`config.mk`:
```
export PLATFORM = sky130hd
export DESIGN_NAME = forward_stall_unit
export DESIGN_NICKNAME = d
export VERILOG_FILES = /design/src/rtl/forward_stall_unit.sv
export SDC_FILE = /design/constraint.sdc
export NUM_CORES = 1
export LEC_CHECK = 0
export CORE_UTILIZATION = 60
export CTS_CLUSTER_DIAMETER = 150
export DETAILED_ROUTE_END_ITERATION = 6
export DONT_BUFFER_PORTS = 1
export HOLD_SLACK_MARGIN = 0.05
export PLACE_DENSITY = 0.89
export SLEW_MARGIN = 20
export SYNTH_ARGS = -nofsm -noshare
export SYNTH_HDL_FRONTEND = slang
export SYNTH_SLANG_ARGS = --single-unit
```
`constraint.sdc`:
```
create_clock -name CLK -period 3.95 [get_ports CLK]
set_clock_uncertainty 0.1 [all_clocks]
set_input_delay 0.9875 -clock CLK [delete_from_list [all_inputs] [get_ports CLK]]
set_output_delay 0.9875 -clock CLK [all_outputs]
set_load 0.02 [all_outputs]
```
`src/rtl/forward_stall_unit.sv`:
```
// Operand forwarding across NSTAGES bypass sources with load-use and long-latency scoreboard stalls.
// Optional stall/forward statistics counters are built when FORWARD_STATS_EN is defined.
module forward_stall_unit #(
    parameter int NREAD   = 2,
    parameter int NSTAGES = 2,
    parameter int REGW    = 5,
    parameter int DATAW   = 32,
    parameter int MAXLAT  = 15,
    localparam int CW     = $clog2(MAXLAT + 1)
) (
    input  logic                     CLK,
    input  logic                     nRST,
    input  logic                     flush,
    input  logic [NREAD*REGW-1:0]    src_reg,
    input  logic [NREAD*DATAW-1:0]   src_rdat,
    output logic [NREAD*DATAW-1:0]   fwd_rdat,
    output logic [NREAD-1:0]         fwd_hit,
    input  logic [NSTAGES-1:0]       byp_wen,
    input  logic [NSTAGES*REGW-1:0]  byp_reg,
    input  logic [NSTAGES-1:0]       byp_ready,
    input  logic [NSTAGES*DATAW-1:0] byp_data,
    input  logic                     issue_en,
    input  logic [REGW-1:0]          issue_reg,
    input  logic [CW-1:0]            issue_lat,
    output logic                     stall,
    output logic [31:0]              stall_cnt,
    output logic [31:0]              fwd_cnt
);

    localparam int NREGS = 1 << REGW;

    logic [CW-1:0]    sb_reg [NREGS];
    logic [NREAD-1:0] port_stall;
    logic             issue_accept;

    generate
        for (genvar gi = 0; gi < NREAD; gi++) begin : g_port
            logic [REGW-1:0]  rd_idx;
            logic [DATAW-1:0] data_sel;
            logic             hit_sel;
            logic             stall_sel;
            logic             match_found;

            assign rd_idx = src_reg[gi*REGW +: REGW];

            // Youngest matching stage wins outright, even when its data is not ready yet.
            always_comb begin
                data_sel    = src_rdat[gi*DATAW +: DATAW];
                hit_sel     = 1'b0;
                stall_sel   = 1'b0;
                match_found = 1'b0;
                if (rd_idx != '0) begin
                    if (sb_reg[rd_idx] != '0) begin
                        stall_sel = 1'b1;
                    end else begin
                        for (int k = 0; k < NSTAGES; k++) begin
                            if (!match_found && byp_wen[k] &&
                                byp_reg[k*REGW +: REGW] == rd_idx) begin
                                match_found = 1'b1;
                                if (byp_ready[k]) begin
                                    hit_sel  = 1'b1;
                                    data_sel = byp_data[k*DATAW +: DATAW];
                                end else begin
                                    stall_sel = 1'b1;
                                end
                            end
                        end
                    end
                end
            end

            assign fwd_rdat[gi*DATAW +: DATAW] = data_sel;
            assign fwd_hit[gi]                 = hit_sel;
            assign port_stall[gi]              = stall_sel;
        end
    endgenerate

    assign stall        = |port_stall;
    assign issue_accept = issue_en && !stall && (issue_reg != '0) && (issue_lat != '0);

    // A freshly loaded entry skips its decrement; entry 0 never holds a count.
    always_ff @(posedge CLK or negedge nRST) begin
        if (!nRST) begin
            for (int i = 0; i < NREGS; i++) begin
                sb_reg[i] <= '0;
            end
        end else begin
            for (int i = 0; i < NREGS; i++) begin
                if (i == 0 || flush) begin
                    sb_reg[i] <= '0;
                end else if (issue_accept && issue_reg == REGW'(i)) begin
                    sb_reg[i] <= issue_lat;
                end else if (sb_reg[i] != '0) begin
                    sb_reg[i] <= sb_reg[i] - CW'(1);
                end
            end
        end
    end

`ifdef FORWARD_STATS_EN
    logic [31:0] stall_cnt_reg;
    logic [31:0] fwd_cnt_reg;

    // Both counters saturate rather than wrap; flush leaves them untouched.
    always_ff @(posedge CLK or negedge nRST) begin
        if (!nRST) begin
            stall_cnt_reg <= '0;
            fwd_cnt_reg   <= '0;
        end else begin
            if (stall && stall_cnt_reg != '1) begin
                stall_cnt_reg <= stall_cnt_reg + 32'd1;
            end
            if (!stall && (|fwd_hit) && fwd_cnt_reg != '1) begin
                fwd_cnt_reg <= fwd_cnt_reg + 32'd1;
            end
        end
    end

    assign stall_cnt = stall_cnt_reg;
    assign fwd_cnt   = fwd_cnt_reg;
`else
    assign stall_cnt = '0;
    assign fwd_cnt   = '0;
`endif

endmodule

```
Word level (Yosys, flattened, before mapping)
Cells that the tools add are included.

Bits in registers: 124. Input port bits: 165. Output and inout port bits: 131. Logic and storage cells: 352.

Add/sub/neg operators: 31. Order comparisons: 2. Eq/ne operators: 35. Mux-type cells: 139. Bitwise gates (word level): 2. Reductions and logical operators: 112.

Operator list (number): $mux W4 (97); $mux W32 (12); $reduce_bool A4 Y1 (34); $sub A4 B1 Y4 const B (31); $reduce_bool A3 Y1 (31); $eq A5 B5 Y1 const B (16); $bmux W4 S5 (2); $eq A5 B4 Y1 const B (8); $logic_and A1 B1 Y1 (40); $mux W1 (28); $eq A5 B3 Y1 const B (4); $eq A5 B5 Y1 (4); $reduce_bool A5 Y1 (3); $ge A6 B6 Y1 const B (2); $not A5 Y6 (2); $eq A5 B2 Y1 const B (2); $eq A5 B1 Y1 const B (1); $logic_not A1 Y1 (3); $reduce_or A2 Y1 (1).

Depth between registers and ports, before layout
Word-level depth: 21. Depth in mapped cells: 13. Depth with buffers taken out: 8.

Worst setup path before layout
No wires, ideal clock.

Path kind: in2out. Start: in src_reg[0]. End: out fwd_rdat[10]. Arrival time: 3.198 ns. Data required time: 2.863 ns. Path slack: -0.335 ns. Stages: 11. Path buffers: 4. Cell sequence: clkbuf_1 -> clkbuf_1 -> o31ai_1 -> a311oi_1 -> o221ai_1 -> a32o_2 -> o21ba_2 -> clkbuf_1 -> nand2_1 -> clkbuf_1 -> a22o_1.

Word-level cells in the longest chain between the ends: 11. Elaborated cells between the ends (all ways): 20. Classes of those cells: 2 x eq/ne; 11 x mux; 1 x bitwise; 6 x reduce/logical.

RTL lines: start, declared (line 14) `input logic [NREAD*REGW-1:0] src_reg,`; branches (longest 10 deep; another with $mux W32); $mux W32 * (line 52) `if (rd_idx != '0) begin`; end, declared (line 16) `output logic [NREAD*DATAW-1:0] fwd_rdat,`.

Every way passes the cells marked *. The select of a mux whose other input is x is not followed.

Final worst setup path
Start: reg sb_reg[42] (netlist bit). End: out fwd_rdat[9].

Word-level cells in the longest chain between the ends: 6.

RTL lines: start, declared (line 32) `logic [CW-1:0] sb_reg [NREGS];`; start signal, assigned by index (line 92) `sb_reg[i] <= issue_lat;`; start signal, assigned by index (line 94) `sb_reg[i] <= sb_reg[i] - CW'(1);`; $bmux W4 S5 (line 53) `if (sb_reg[rd_idx] != '0) begin`; $mux W4 (not written as such) (2 in series) (line 53); $reduce_bool A4 Y1 (line 53); $mux W32 (line 53); $mux W32 (line 52).

No other way between the ends. The select of a mux whose other input is x is not followed.

==> impl_metrics.csv <==
group,metric,value,unit
clocking,htree_levels,4,
routing,ant_nets,0,
sta,rsz0062_at_grt,"true",
synthesis,synthTopCellsByArea,"dfrtp_1 (27%), mux2_2 (9.2%), a32o_1 (5.7%)",
power,seq_power_share,26.6,%
layout,drive_gt1_share,23.5,%
clocking,clock-sinks,124,
clocking,cts_tree,"done",
synthesis,ys_warn_count,0,
die,io_pins,296,
sta,fin_crit_sh,106,%
synthesis,synth_top_area_share,27.1,%
routing,finalWirelength,41.0,mm
synthesis,dominantRegCellSynth,"dfrtp_1",
synthesis,seq_area_frac_synth,27.1,%
synthesis,synth_top_family_by_area,"simple AND/OR/NAND/NOR gates",
global_routing,gr-usage-all-layers,40.3,%
clocking,clk_pin_slew,0.06,ns
global_routing,grt_pass1_vias,10000,
synthesis,yosysTopAreaCell,"dfrtp_1",
placement,place_hpwl,27.4,mm
power,total_power,8.42,mW
global_routing,grt_pass1_wl,59.2,mm
layout,fin_nets,1482,
global_routing,antenna_found_initial,1,
die,core_area,18700,um2
die,fp.dieH,140,um
power,p_int,4.88,mW
synthesis,synthSimpleGateAreaFrac,20.9,%
sta,fin_ws,-0.226,ns
sta,finalHoldViolCount,0,
synthesis,yosysMostFrequentCell,"nor2_1",
synthesis,synthDistinctLibCells,67,
placement,gp_congestion,0.998,
synthesis,syn_inst,1318,
sta,max_freq,239,MHz
synthesis,synth_edf_count,0,
synthesis,synthMuxAreaShare,15.0,%
power,switching_share,42.0,%
power,p_per_area,646,nW/um2
min_path,hp-class,"in2async",
synthesis,syn_avg_cell_area,8.67,um2
global_routing,grt_max_degree,131,
placement,dp.cells,1482,
synthesis,synthAdderAreaFrac,3.39,%
worst_setup_path,cp_max_fo,8,
synthesis,synth_seq_cells,124,
layout,postLayoutCoreUtil,69.7,%
sta,drv_slew,0,
die,die_w,140,um
worst_setup_path,rr_endpoint,"sb_reg[30]",
die,start_util,61.1,%
clocking,cts_hold_buffers,0,
routing,drt-initial-drc-count,1380,
job,cap_violations,0,
power,p_switching,3.54,mW
sta,worst_hold_slack,0.141,ns
clocking,cts-root-buf,"clkbuf_16",
placement,io_buffers,0,
synthesis,synthArstFlopShare,100,%
global_routing,overflow,0,
routing,drt_pass1_iterations,6,
routing,drcViolationCount,0,
layout,largest_reg_flops,124,
status,violations,"negative setup slack",
synthesis,synth_area,11400,um2
worst_setup_path,worst_setup_path_end_kind,"output port",
worst_setup_path,r2r_start,"sb_reg[42]",
worst_setup_path,worst-r2r-cell-count,11,
worst_setup_path,reg2reg_slack,0.31,ns
power,leakagePower,5.67,nW
sta,setup_viol,67,
synthesis,synth_compound_gate_area_share,19.1,%
routing,routed_via_density,7.10,
sta,slew_headroom,28.8,%
power,pwr-share-clk,19.8,%
sta,worst_pin_slew,1.07,ns
die,rows,50,
layout,areaGrowthSynthToFinish,14.0,%
power,power_frac_comb,53.6,%
worst_setup_path,crit_path_start_kind,"flip-flop",
worst_setup_path,arrival,3.09,ns
worst_setup_path,path_class,"reg2out",
clocking,cts_buffer_depth,2,
status,outcome,"finished, violations left",
routing,wl_per_cell,26.7,um
worst_setup_path,cp.required,2.86,ns
clocking,clock_latency,0.44,ns
synthesis,synth-xor-area-share,3.91,%
power,irDropWorstVdd,0.393,mV
sta,finalCriticalPeriod,4.18,ns
clocking,cts_made_buffers,17,
die,die-area,19600,um2
routing,via_count,10900,
layout,layout.cells.non_filler,1535,
synthesis,yosys-top-cells-count,"nor2_1 (165), dfrtp_1 (124), mux2_2 (93)",
-- power groups by stage --
stage	clock, mW	sequential (mW)	combinational [mW]
global placement	0	2.17	3.86
finish	1.67	2.24	4.51
floorplan	0	2.09	3.40
CTS	1.66	2.20	4.35
global route	1.72	2.29	4.92
detailed placement	0	2.21	4.06
-- how the worst max path moves through the flow --
stage | from | endpoint | slack, ns | cells after the start
floorplan | src_reg[0] | fwd_hit[0] | -0.001 | 12
global placement | src_reg[6] | fwd_rdat[63] | 0.04 | 8
detailed placement | src_reg[5] | fwd_rdat[33] | -0.004 | 8
CTS | sb_reg[32] | fwd_rdat[9] | -0.14 | 9
global route | sb_reg[32] | fwd_rdat[9] | -0.22 | 9
finish | sb_reg[42] | fwd_rdat[9] | -0.23 | 9
-- layout make-up --
cell class                 instances  area, um2
antenna                            2       5.00
clock buffer                      22        484
clock inverter                    10        138
fill                            1277       5670
inverter                          69        264
multi-input combinational       1021       8060
sequential                       124       3100
tap                              234        293
timing repair buffer              53        681
-- per-layer routing --
layer	routed length, um	track usage [%]	vias to the layer above
met4	2740	24.3	0
met1	14300	48.0	5226
met5	0	1.25	-
met2	18300	62.8	830
li1	-	-	4625
met3	5620	14.0	217
-- per-stage QoR --
stage | area, um2 | setup WS [ns] | TNS [ns]
floorplan | 12100 | -0.00143 | -0.00143
global placement | 11700 | 0.0382 | 0
detailed placement | 11700 | -0.00366 | -0.00366
CTS | 12800 | -0.144 | -6.02
global route | 13000 | -0.221 | -11.29
finish | 13000 | -0.226 | -10.39
-- logic make-up (layout without fill, tap and decap cells) --
kind of cell	Yosys count	in the layout
compound gates	276	276
xor+xnor	51	51
fa+ha+maj	31	31
buf+inv	236	154
flops	124	124
mux	150	150
other cells	1	66
simple gates	449	449
-- timing repair --
item                       in CTS  in global routing
buffers inserted                7                  3
setup endpoints to repair      66                 67
gates resized for setup        50                 25
gates cloned                    6                  3
pin swaps                      14                 26
-- worst max-delay path, stage by stage, from the launching register on --
cell and delay, ns:
dfrtp_1 0.40, or4_4 0.58, mux2_4 0.30, a32o_2 0.23
a41oi_2 0.16, a32o_2 0.17, o21ba_4 0.19, nand2_8 0.11
buf_16 0.18, a22o_4 0.31
-- cell usage in the layout, fill, tap and decap left out, types with 34 or more instances in the layout --
cell type  instances
nor2_1           163
dfrtp_1          124
mux2_2            92
inv_1             67
a32o_1            64
a22o_4            64
conb_1            64
a21oi_1           58
nand2_1           46
xnor2_1           39
nand2b_1          36
buf_4             34
Note: power is estimated with default switching activity, not from simulation.
